### config.mk
export PLATFORM = sky130hd
export DESIGN_NAME = top_level
export DESIGN_NICKNAME = d
export VERILOG_FILES = /design/src/rtl/top_level_pkg.sv /design/src/rtl/dither_sram.sv /design/src/rtl/top_level.sv
export SDC_FILE = /design/constraint.sdc
export NUM_CORES = 2
export LEC_CHECK = 0
export ABC_AREA = 0
export CAP_MARGIN = 25
export CORE_UTILIZATION = 30
export CTS_CLUSTER_DIAMETER = 40
export DETAILED_ROUTE_END_ITERATION = 10
export PLACE_DENSITY = 0.54
export REMOVE_ABC_BUFFERS = 1
export SKIP_LAST_GASP = 1
export SLEW_MARGIN = 20
export SYNTH_ARGS = -nofsm -noshare
export SYNTH_HDL_FRONTEND = slang
export SYNTH_SLANG_ARGS = --single-unit
### constraint.sdc
create_clock -name MAX10_CLK1_50 -period 21.8 [get_ports MAX10_CLK1_50]
set_clock_uncertainty 0.1 [all_clocks]
set_input_delay 6.54 -clock MAX10_CLK1_50 [delete_from_list [all_inputs] [get_ports MAX10_CLK1_50]]
set_output_delay 6.54 -clock MAX10_CLK1_50 [all_outputs]
set_load 0.02 [all_outputs]
### src/rtl/top_level_pkg.sv
// Shared definitions for the error-diffusion dither engine: FSM state encoding,
// diffusion weights and the seven-segment decoder used when HEX_DISPLAY_EN is defined.
package states;

  typedef enum logic [2:0] {
    S0_IDLE = 3'd0,
    S1_LOAD = 3'd1,
    S2_CC1  = 3'd2,
    S2_CC2  = 3'd3,
    S2_CC3  = 3'd4,
    S2_CC4  = 3'd5,
    S4_CC1  = 3'd6,
    S5_DONE = 3'd7
  } state_t;

  // Neighbour slots in the order they are read and written back.
  localparam int NB_E  = 0;
  localparam int NB_SW = 1;
  localparam int NB_S  = 2;
  localparam int NB_SE = 3;

  localparam logic [2:0] W_E  = 3'd7;
  localparam logic [2:0] W_SW = 3'd3;
  localparam logic [2:0] W_S  = 3'd5;
  localparam logic [2:0] W_SE = 3'd1;

  // Active-low segments, bit order gfedcba.
  function automatic logic [6:0] seg7(input logic [3:0] nib);
    logic [6:0] s;
    case (nib)
      4'h0: s = 7'h40;
      4'h1: s = 7'h79;
      4'h2: s = 7'h24;
      4'h3: s = 7'h30;
      4'h4: s = 7'h19;
      4'h5: s = 7'h12;
      4'h6: s = 7'h02;
      4'h7: s = 7'h78;
      4'h8: s = 7'h00;
      4'h9: s = 7'h10;
      4'hA: s = 7'h08;
      4'hB: s = 7'h03;
      4'hC: s = 7'h46;
      4'hD: s = 7'h21;
      4'hE: s = 7'h06;
      default: s = 7'h0E;
    endcase
    return s;
  endfunction

endpackage

### src/rtl/dither_sram.sv
// Single-port synchronous image RAM with registered read; contents survive reset.
module dither_sram #(
  parameter int DEPTH = 256,
  parameter int WIDTH = 8,
  parameter int AW    = 8
) (
  input  logic             clk,
  input  logic [AW-1:0]    addr,
  input  logic             we,
  input  logic [WIDTH-1:0] wdata,
  output logic [WIDTH-1:0] rdata
);

  logic [WIDTH-1:0] mem [DEPTH];

  always_ff @(posedge clk) begin
    if (we) begin
      mem[addr] <= wdata;
    end
    rdata <= mem[addr];
  end

endmodule

### src/rtl/top_level.sv
// Image loader, Floyd-Steinberg style 1-bit ditherer and readout engine.
// Optional macro HEX_DISPLAY_EN drives HEX0-HEX5 with state or pixel index.
module top_level
  import states::*;
#(
  parameter int CLOCK_SPEED      = 50000000,
  parameter int PIXEL_COUNTER    = CLOCK_SPEED / 50000000,
  parameter int IMAGEX           = 16,
  parameter int IMAGEY           = 16,
  parameter int IMAGE_SIZE       = IMAGEX * IMAGEY,
  parameter int IMAGEXlog2       = $clog2(IMAGEX),
  parameter int IMAGEYlog2       = $clog2(IMAGEY),
  parameter int IMAGE_ADDR_WIDTH = $clog2(IMAGE_SIZE),
  parameter int RGB_SIZE         = 8,
  parameter int ADJ_PIXELS       = 4
) (
  input  logic                MAX10_CLK1_50,
  input  logic                Reset,
  input  logic [1:0]          KEY,
  input  logic [9:0]          SW,
  input  logic                SPI_CLK,
  input  logic                SPI_MOSI,
  input  logic                SPI_CS,
  input  logic                MCU_TX_RDY,
  input  logic [RGB_SIZE-1:0] external_SPI_data,
  output logic                MCU_RX_RDY,
  output logic                data_valid,
  output logic [RGB_SIZE-1:0] sram_out_test,
  output logic                SPI_MISO,
  output state_t              state,
  output state_t              next_state,
  output logic [9:0]          LED,
  output logic [6:0]          HEX0,
  output logic [6:0]          HEX1,
  output logic [6:0]          HEX2,
  output logic [6:0]          HEX3,
  output logic [6:0]          HEX4,
  output logic [6:0]          HEX5
);

  localparam int AW = IMAGE_ADDR_WIDTH;
  localparam logic [AW-1:0]         ADDR_LAST = AW'(IMAGE_SIZE - 1);
  localparam logic [AW:0]           IDX_END   = (AW+1)'(IMAGE_SIZE);
  localparam logic [IMAGEXlog2-1:0] COL_LAST  = IMAGEXlog2'(IMAGEX - 1);
  localparam logic [IMAGEYlog2-1:0] ROW_LAST  = IMAGEYlog2'(IMAGEY - 1);

  logic [AW:0]           pix_idx;
  logic [AW-1:0]         pix_addr;
  logic [AW-1:0]         load_addr;
  logic [AW-1:0]         rd_addr;
  logic [2:0]            sub_cnt;
  logic [1:0]            sub_sel;
  logic [IMAGEXlog2-1:0] col;
  logic [IMAGEYlog2-1:0] row;

  logic [RGB_SIZE-1:0] old_pix;
  logic [RGB_SIZE-1:0] new_pix;
  logic [RGB_SIZE:0]   err;
  logic                err_neg;
  logic [RGB_SIZE:0]   err_mag;
  logic [RGB_SIZE:0]   q;

  logic [RGB_SIZE-1:0] nb_pix  [ADJ_PIXELS];
  logic [RGB_SIZE-1:0] nb_new  [ADJ_PIXELS];
  logic [AW-1:0]       nb_addr [ADJ_PIXELS];
  logic                nb_en   [ADJ_PIXELS];
  logic [2:0]          nb_w    [ADJ_PIXELS];
  logic [RGB_SIZE:0]   nb_adj  [ADJ_PIXELS];
  logic [RGB_SIZE:0]   nb_sum  [ADJ_PIXELS];

  logic [AW-1:0]       sram_addr;
  logic                sram_we;
  logic [RGB_SIZE-1:0] sram_wdata;
  logic [RGB_SIZE-1:0] sram_rdata;

  dither_sram #(
    .DEPTH (IMAGE_SIZE),
    .WIDTH (RGB_SIZE),
    .AW    (AW)
  ) u_sram (
    .clk   (MAX10_CLK1_50),
    .addr  (sram_addr),
    .we    (sram_we),
    .wdata (sram_wdata),
    .rdata (sram_rdata)
  );

  assign pix_addr = pix_idx[AW-1:0];
  assign col      = pix_idx[IMAGEXlog2-1:0];
  assign row      = pix_idx[IMAGEXlog2 +: IMAGEYlog2];
  // sub_cnt 1..4 in write-back selects neighbour 0..3.
  assign sub_sel  = 2'(sub_cnt - 3'd1);

  assign new_pix = old_pix[RGB_SIZE-1] ? '1 : '0;
  assign err     = {1'b0, old_pix} - {1'b0, new_pix};
  assign err_neg = err[RGB_SIZE];
  assign err_mag = err_neg ? (~err + 1'b1) : err;
  assign q       = err_mag >> 4;

  always_comb begin
    nb_addr[NB_E]  = pix_addr + AW'(1);
    nb_addr[NB_SW] = pix_addr + AW'(IMAGEX - 1);
    nb_addr[NB_S]  = pix_addr + AW'(IMAGEX);
    nb_addr[NB_SE] = pix_addr + AW'(IMAGEX + 1);
    nb_en[NB_E]    = (col != COL_LAST);
    nb_en[NB_SW]   = (row != ROW_LAST) && (col != '0);
    nb_en[NB_S]    = (row != ROW_LAST);
    nb_en[NB_SE]   = (col != COL_LAST) && (row != ROW_LAST);
    nb_w[NB_E]     = W_E;
    nb_w[NB_SW]    = W_SW;
    nb_w[NB_S]     = W_S;
    nb_w[NB_SE]    = W_SE;
    for (int k = 0; k < ADJ_PIXELS; k++) begin
      nb_adj[k] = q * (RGB_SIZE+1)'(nb_w[k]);
      nb_sum[k] = {1'b0, nb_pix[k]} + nb_adj[k];
      // Saturate instead of wrapping in either direction.
      if (err_neg) begin
        nb_new[k] = (nb_adj[k] > {1'b0, nb_pix[k]}) ? '0
                                                    : nb_pix[k] - nb_adj[k][RGB_SIZE-1:0];
      end else begin
        nb_new[k] = nb_sum[k][RGB_SIZE] ? '1 : nb_sum[k][RGB_SIZE-1:0];
      end
    end
  end

  always_comb begin
    sram_addr  = '0;
    sram_we    = 1'b0;
    sram_wdata = '0;
    case (state)
      S1_LOAD: begin
        sram_addr  = load_addr;
        sram_we    = 1'b1;
        sram_wdata = external_SPI_data;
      end
      S2_CC1: sram_addr = pix_addr;
      S2_CC2: sram_addr = nb_addr[sub_cnt[1:0]];
      S2_CC4: begin
        if (sub_cnt == 3'd0) begin
          sram_addr  = pix_addr;
          sram_we    = 1'b1;
          sram_wdata = new_pix;
        end else begin
          sram_addr  = nb_addr[sub_sel];
          sram_we    = nb_en[sub_sel];
          sram_wdata = nb_new[sub_sel];
        end
      end
      S4_CC1: sram_addr = rd_addr;
      default: ;
    endcase
  end

  always_ff @(posedge MAX10_CLK1_50) begin
    if (Reset) begin
      state <= S0_IDLE;
    end else begin
      state <= next_state;
    end
  end

  // Read phase takes 4 cycles (one per neighbour), write-back 5 (pixel + 4).
  always_comb begin
    next_state = state;
    case (state)
      S0_IDLE: if (MCU_TX_RDY) next_state = S1_LOAD;
      S1_LOAD: if (load_addr == ADDR_LAST) next_state = S2_CC1;
      S2_CC1:  next_state = (pix_idx == IDX_END) ? S4_CC1 : S2_CC2;
      S2_CC2:  if (sub_cnt == 3'd3) next_state = S2_CC3;
      S2_CC3:  next_state = S2_CC4;
      S2_CC4:  if (sub_cnt == 3'd4) next_state = S2_CC1;
      S4_CC1:  if (rd_addr == ADDR_LAST) next_state = S5_DONE;
      S5_DONE: if (MCU_TX_RDY) next_state = S0_IDLE;
      default: next_state = S0_IDLE;
    endcase
  end

  always_ff @(posedge MAX10_CLK1_50) begin
    if (Reset) begin
      pix_idx    <= '0;
      load_addr  <= '0;
      rd_addr    <= '0;
      sub_cnt    <= '0;
      old_pix    <= '0;
      data_valid <= 1'b0;
      MCU_RX_RDY <= 1'b0;
      for (int k = 0; k < ADJ_PIXELS; k++) begin
        nb_pix[k] <= '0;
      end
    end else begin
      data_valid <= (state == S4_CC1);
      MCU_RX_RDY <= (state == S4_CC1);
      case (state)
        S0_IDLE: load_addr <= '0;
        S1_LOAD: begin
          load_addr <= load_addr + AW'(1);
          pix_idx   <= '0;
        end
        S2_CC1: begin
          sub_cnt <= '0;
          rd_addr <= '0;
        end
        S2_CC2: begin
          // rdata holds the read issued in the previous cycle.
          if (sub_cnt == 3'd0) begin
            old_pix <= sram_rdata;
          end else begin
            nb_pix[sub_sel] <= sram_rdata;
          end
          sub_cnt <= (sub_cnt == 3'd3) ? 3'd0 : sub_cnt + 3'd1;
        end
        S2_CC3: begin
          nb_pix[NB_SE] <= sram_rdata;
          sub_cnt       <= '0;
        end
        S2_CC4: begin
          if (sub_cnt == 3'd4) begin
            sub_cnt <= '0;
            pix_idx <= pix_idx + (AW+1)'(1);
          end else begin
            sub_cnt <= sub_cnt + 3'd1;
          end
        end
        S4_CC1: rd_addr <= rd_addr + AW'(1);
        default: ;
      endcase
    end
  end

  assign sram_out_test = data_valid ? sram_rdata : '0;
  assign SPI_MISO      = MCU_RX_RDY & sram_out_test[RGB_SIZE-1];
  assign LED           = 10'b1 << 3'(state);

`ifdef HEX_DISPLAY_EN
  logic [31:0] refresh_cnt;
  logic [23:0] disp_val;
  logic        disp_on;

  always_ff @(posedge MAX10_CLK1_50) begin
    if (Reset) begin
      refresh_cnt <= '0;
      disp_val    <= '0;
      disp_on     <= 1'b0;
    end else if (refresh_cnt >= 32'(PIXEL_COUNTER - 1)) begin
      refresh_cnt <= '0;
      disp_on     <= 1'b1;
      disp_val    <= SW[0] ? 24'(pix_idx) : 24'(state);
    end else begin
      refresh_cnt <= refresh_cnt + 32'd1;
    end
  end

  assign HEX0 = disp_on ? seg7(disp_val[3:0])   : 7'h7F;
  assign HEX1 = disp_on ? seg7(disp_val[7:4])   : 7'h7F;
  assign HEX2 = disp_on ? seg7(disp_val[11:8])  : 7'h7F;
  assign HEX3 = disp_on ? seg7(disp_val[15:12]) : 7'h7F;
  assign HEX4 = disp_on ? seg7(disp_val[19:16]) : 7'h7F;
  assign HEX5 = disp_on ? seg7(disp_val[23:20]) : 7'h7F;
`else
  assign HEX0 = 7'h7F;
  assign HEX1 = 7'h7F;
  assign HEX2 = 7'h7F;
  assign HEX3 = 7'h7F;
  assign HEX4 = 7'h7F;
  assign HEX5 = 7'h7F;
`endif

  // Reserved pins and keys are sampled here only so they stay connected.
  logic unused_inputs;
  assign unused_inputs = ^{KEY, SW, SPI_CLK, SPI_MOSI, SPI_CS,
                           PIXEL_COUNTER[0], CLOCK_SPEED[0]};

endmodule

# Word level (Yosys, flattened, before mapping)
# Memory sizes are Yosys's and may differ from the RTL's. A register that Yosys moved wholly into a read port is not among the register bits.
# Index checks and enable logic that the tools add are counted.
# word_totals
reg_bits,40
latch_bits,0
mem_bits_rw,2080
rom_bits,0
input_bits,26
out_inout_bits,69
elab_cells,134
n_memories,2
# op_classes
add_sub_neg,19
n_mul,3
div_mod_pow,0
magnitude_cmp,6
eq_ne,15
n_shift,1
mux,63
n_bitwise,5
reduce_logical,13
# mem_list
memory,depth,width,read_ports,rd_ports_with_merged_regs,write_ports,line_no,rtl
u_sram.mem,256,8,1,1,1,dither_sram.sv:14,logic [WIDTH-1:0] mem [DEPTH];
nb_pix,4,8,4,0,4,top_level.sv:63,logic [RGB_SIZE-1:0] nb_pix [ADJ_PIXELS];
# op_table
op,n
8-bit 2-to-1 mux,24
8-bit binary-select mux with 2-bit select,3
8-bit case mux with 2 select lines,3
8-bit case mux with 5 select lines,1
3-bit 2-to-1 mux,9
"8-bit by 1-bit adder with 8-bit output, second input constant",3
3-bit case mux with 8 select lines,1
8-bit by 8-bit adder with 9-bit output,2
"9-bit by 1-bit adder with 9-bit output, second input constant",2
9-bit 2-to-1 mux,2
9-bit case mux with 2 select lines,1
"8-bit by 5-bit adder with 8-bit output, second input constant",2
"8-bit == test, second input constant",2
8-bit > comparator,2
"5-bit by 3-bit multiplier with 8-bit output, second input constant",2
8-bit subtractor,2
"3-bit == test, second input constant",5
1-bit 2-to-1 mux,15
"1-bit by 3-bit left shift with 10-bit output, first input constant",1
8-bit by 5-bit adder with 9-bit output,1
8-bit by 7-bit adder with 9-bit output,1
"3-bit by 2-bit == test with 1-bit output, second input constant",3
"9-bit == test, second input constant",1
9-bit inverter,1
28 further kinds,36

# Depth between registers and ports, before layout
# logic_depth
depth_word,14
depth_mapped,28
depth_no_buf,27

# Cells and area by module
# From an unflattened synthesis, not the netlist that was laid out.
# unflattened
hier_cells,4694
area_unflattened_um2,87217.4
# by_module_without_submodules
module,instances,cells_each,area_per_inst_um2,seq_area_each_um2
dither_sram,1,3547,78492.8,61659.1
top_level,1,1147,8724.6,1761.7

# Worst setup path before layout
# OpenSTA, ideal clock, no wires.
# synth_timing
path_type,input-to-reg
start,input port external_SPI_data[5]
end,"memory u_sram.mem[0][5], data pin"
setup_ns,2.428
t_arrival_ns,17.469
t_required_ns,19.272
path_slack_ns,1.803
cell_stages,3
path_buffers,0
cell_sequence,nor2b_1 -> a2111oi_0 -> a311oi_1
# synth_between
elab_chain_cells,1
# synth_lines
item,line_no,rtl
"start, declared",top_level.sv:25,"input logic [RGB_SIZE-1:0] external_SPI_data,"
8-bit case mux with 2 select lines,top_level.sv:130,case (state)
named net sram_wdata[5],top_level.sv:73,logic [RGB_SIZE-1:0] sram_wdata;
"end, declared",dither_sram.sv:14,
# The timed path passes the listed nets, and every way through them passes these cells.

# Worst setup path after layout
# layout_timing
start,input port MCU_TX_RDY
end,output port next_state[1]
# layout_between
elab_chain_cells,2
elab_cells_between_ends,3
classes_between,mux: 3
# layout_lines
item,line_no,rtl
"start, declared",top_level.sv:24,"input logic MCU_TX_RDY,"
"3-bit 2-to-1 mux, on equally long branches","top_level.sv:173, top_level.sv:166",
3-bit case mux with 8 select lines *,top_level.sv:165,case (state)
"end, declared",top_level.sv:31,"output state_t next_state,"
# Every way passes the cells marked *; elsewhere a longest branch is shown, timed or not.

==> reports/metrics.yaml <==
setup_path:
  setup.worst_path.start_class: "input port"
  critical_path.max_fanout: 4
  criticalPathCategory: "in2out"
  critical_path_arrival_ns: 8.25
  required_ns: 15.16
  setup.worst_path.end_class: "output port"
  crit-reg2reg-capture: "u_sram.mem[68][0]"
  rr_worst_depth: 24
  regToRegStartpoint: "old_pix[7]"
  setup_slack_of_the_worst_register_to_register_path_ns: 12.31
sta:
  fin_worst_hold_slack_ns: 0.356
  grt_setup_unrepaired: "false"
  final_min_period_over_clock_period: 0.683
  achievable-frequency_mhz: 67.2
  maxSlewHeadroom: 0.128
  period_minus_slack_ns: 14.89
  tightestPinTransition_ns: 1.31
  timing_hold_violations_final: 0
  final-setup-viol-count: 0
  final_max_slew_viol_count: 0
  setup-tns-final_ns: 0
cells_and_area:
  final_cell_area_um2: 104000
  layout-drive-gt1-share: 0.0936
  nets: 7053
  flow.area_growth_from_synthesis_pct: 16.2
  filler_instances: 28695
  multiInputGateArea_um2: 24300
  sequential_cell_area_um2: 63400
  layout.core_utilization: 0.351
min_path:
  min_delay_path_depth: 2
  hold_path_end: "old_pix[0]"
  timing.hold.worst.start: "old_pix[0]"
  worstHoldPathType: "reg2reg"
yosys:
  synth_area_leader_cell: "edfxtp_1"
  synth_top_flop_cell: "edfxtp_1"
  synth_area_per_cell_um2: 13.0
  synth.top_cells.by_count: "edfxtp_1 (2080), nand2_1 (1606), nand3_1 (491)"
  synthDistinctLibCells: 90
  ys_seq_elements: 2128
  synth.yosys.seq_area_share: 0.706
  yosys_warnings: 0
  synth_enable_flop_cells: 2080
  synthArstFlopShare: 0
  synth_area_leaders: "edfxtp_1 (70%), nand2_1 (6.7%), mux2i_1 (4.6%)"
  syn_area_um2: 89800
  synthesis.instances: 6894
  synthMostInstantiatedCell: "edfxtp_1"
  synth_top_area_share: 0.696
drt:
  route.final.wire_length_um: 267000
  vias_per_cell: 5.17
  wire_per_inst_um: 24.1
  first_pass_iters: 9
  post-route-drc-count: 0
  detailedRoute.firstIterationViolations: 6659
  drt.antenna.violating_nets: 0
  detailroute.via_count: 57300
clocking:
  cts_tree: "done"
  cts_num_sinks: 2128
  cts_hold_buf: 0
  cts_repair_resize_count: 0
  cts_setup_buffers: 0
  worstSkewPairLatency_ns: 0.95
  clock_tree.buffer_depth: 4
  path_clk_slew_ns: 0.05
  number_of_buffers_created_by_cts: 302
  clock_tree.root_cell: "clkbuf_16"
  cts_max_level: 5
placed_design:
  standard_cell_area_after_detailed_placement_um2: 94400
  io_buffers: 35
  routabilityCongestion: 0.852
  detailed_place_hpwl_um: 156000
power_and_ir_drop:
  swShare: 0.213
  design_power_total_mw: 9.52
  vdd_drop_max_mv: 0.0913
  combPwrFrac: 0.024
  p_sw_mw: 2.03
  share_seq_of_total_power: 0.473
  power.density_cell_area_nw_per_um2: 91.2
  power_leakage_nw: 37.1
  power.share.clock: 0.503
  power.internal_mw: 7.49
die:
  core_area_um2: 297000
  die_x_um: 549
  design.portCount: 95
  floorplan.die.height_um: 549
  floorplan.initialDensity: 0.302
  std_cell_rows: 200
  die_area_um2: 301000
global_routing:
  grt_pass1_vias: 54677
  grt.overflow.total: 0
  grt_util_all_layers: 0.173
  global_route_wire_length_before_repair_um: 386000
  grt_start_max_net_pins: 181
  initial_antenna_violation_count: 18
run:
  cap_violations: 0
run_status:
  status: "complete, no violations"
[routing by layer]
layer | part of all wire | global-route usage | wire length, µm
met1 | 0.43 | 0.239 | 115000
met2 | 0.47 | 0.279 | 125000
met4 | 0.026 | 0.0486 | 6920
met3 | 0.076 | 0.0301 | 20300
met5 | 0.000026 | 0 | 7
[cell families after synthesis]
group,after synthesis,synth area share
AO/OA/AOI/OAI,743,0.0596
XOR/XNOR,47,0.00458
adder cells (fa/ha/maj),103,0.0154
buffers and inverters,570,0.0276
flip-flops,2128,0.706
multiplexers,419,0.0470
other,2,0.0000836
AND/OR/NAND/NOR,2882,0.139
[worst max-delay path by stage]
stage | startpoint | to | slack (ns)
after global routing | MCU_TX_RDY | next_state[0] | 6.84
final | MCU_TX_RDY | next_state[1] | 6.91
after detailed placement | MCU_TX_RDY | next_state[1] | 6.92
after floorplan | sub_cnt[0] | u_sram.mem[0][0] | -9.09
after global placement | MCU_TX_RDY | next_state[1] | 6.91
after CTS | MCU_TX_RDY | next_state[1] | 6.91
[critical path: stages]
cell	delay [ns]
clkdlybuf4s50_1	0.54
mux2_2	0.17
nand2_1	0.05
a221o_1	0.40
clkdlybuf4s50_1	0.55
[per-stage QoR]
step / setup slack [ns] / cells
4_1_cts: 6.91 / 11076
6_report: 6.91 / 11089
3_5_place_dp: 6.92 / 10550
2_1_floorplan: -9.09 / 6452
5_1_grt: 6.84 / 11088
3_3_place_gp: 6.91 / 10550
[final cells by class]
type	count	share of cell area
multi-input cells	4245	0.233
diodes	4	0.0000959
flip-flops and latches	2128	0.608
clock inverters	181	0.0180
repair buffers	168	0.0151
well taps	3939	0.0472
inverters	79	0.00284
clock buffers	345	0.0759
[placed cells by master (no fill, tap or decap), types with 12 or more instances in the layout]
master	Yosys	final
fa_1	12	12
mux2i_1	409	409
conb_1	2	51
bufinv_16	0	26
dfxtp_1	48	47
o21bai_1	14	14
buf_12	0	14
nor2_1	375	367
buf_4	49	112
a21o_1	21	20
edfxtp_1	2080	2080
a211oi_1	22	21
o211ai_1	13	13
inv_1	73	73
clkdlybuf4s50_1	0	35
o22a_1	13	13
xnor2_1	25	25
clkinv_4	0	28
o21ai_0	53	52
xor2_1	22	22
nand2_2	0	12
and3_1	89	89
o22ai_1	18	18
nor3_1	33	32
inv_6	0	33
ha_1	91	91
nand2b_1	22	22
a32oi_1	220	220
nand4_1	160	160
clkinv_1	1	33
a21oi_1	155	152
nand2_1	1606	1592
nand3_1	491	491
clkbuf_16	0	311
nor2b_1	20	20
clkbuf_1	251	33
and2_1	21	20
a31oi_1	92	92
clkinv_2	0	32
clkinvlp_4	0	19
[flip-flops by register name (all words and copies together) (netlist names), 8 cells and up]
| name | flops |
|---|---|
| nb_pix | 32 |
| load_addr | 8 |
| pix_idx | 9 |
| old_pix | 8 |
| u_sram.rdata | 8 |
| rd_addr | 8 |
| u_sram.mem | 2048 |
[power groups by stage]
| stage | registers, mW | logic, mW | clock network [mW] |
|---|---|---|---|
| after floorplan | 4.61 | 0.250 | 0 |
| after detailed placement | 4.59 | 0.225 | 0 |
| after CTS | 4.50 | 0.226 | 4.84 |
| final | 4.50 | 0.228 | 4.78 |
| after global routing | 4.50 | 0.247 | 5.01 |
| after global placement | 4.59 | 0.219 | 0 |
(Power assumes the default switching activity.)
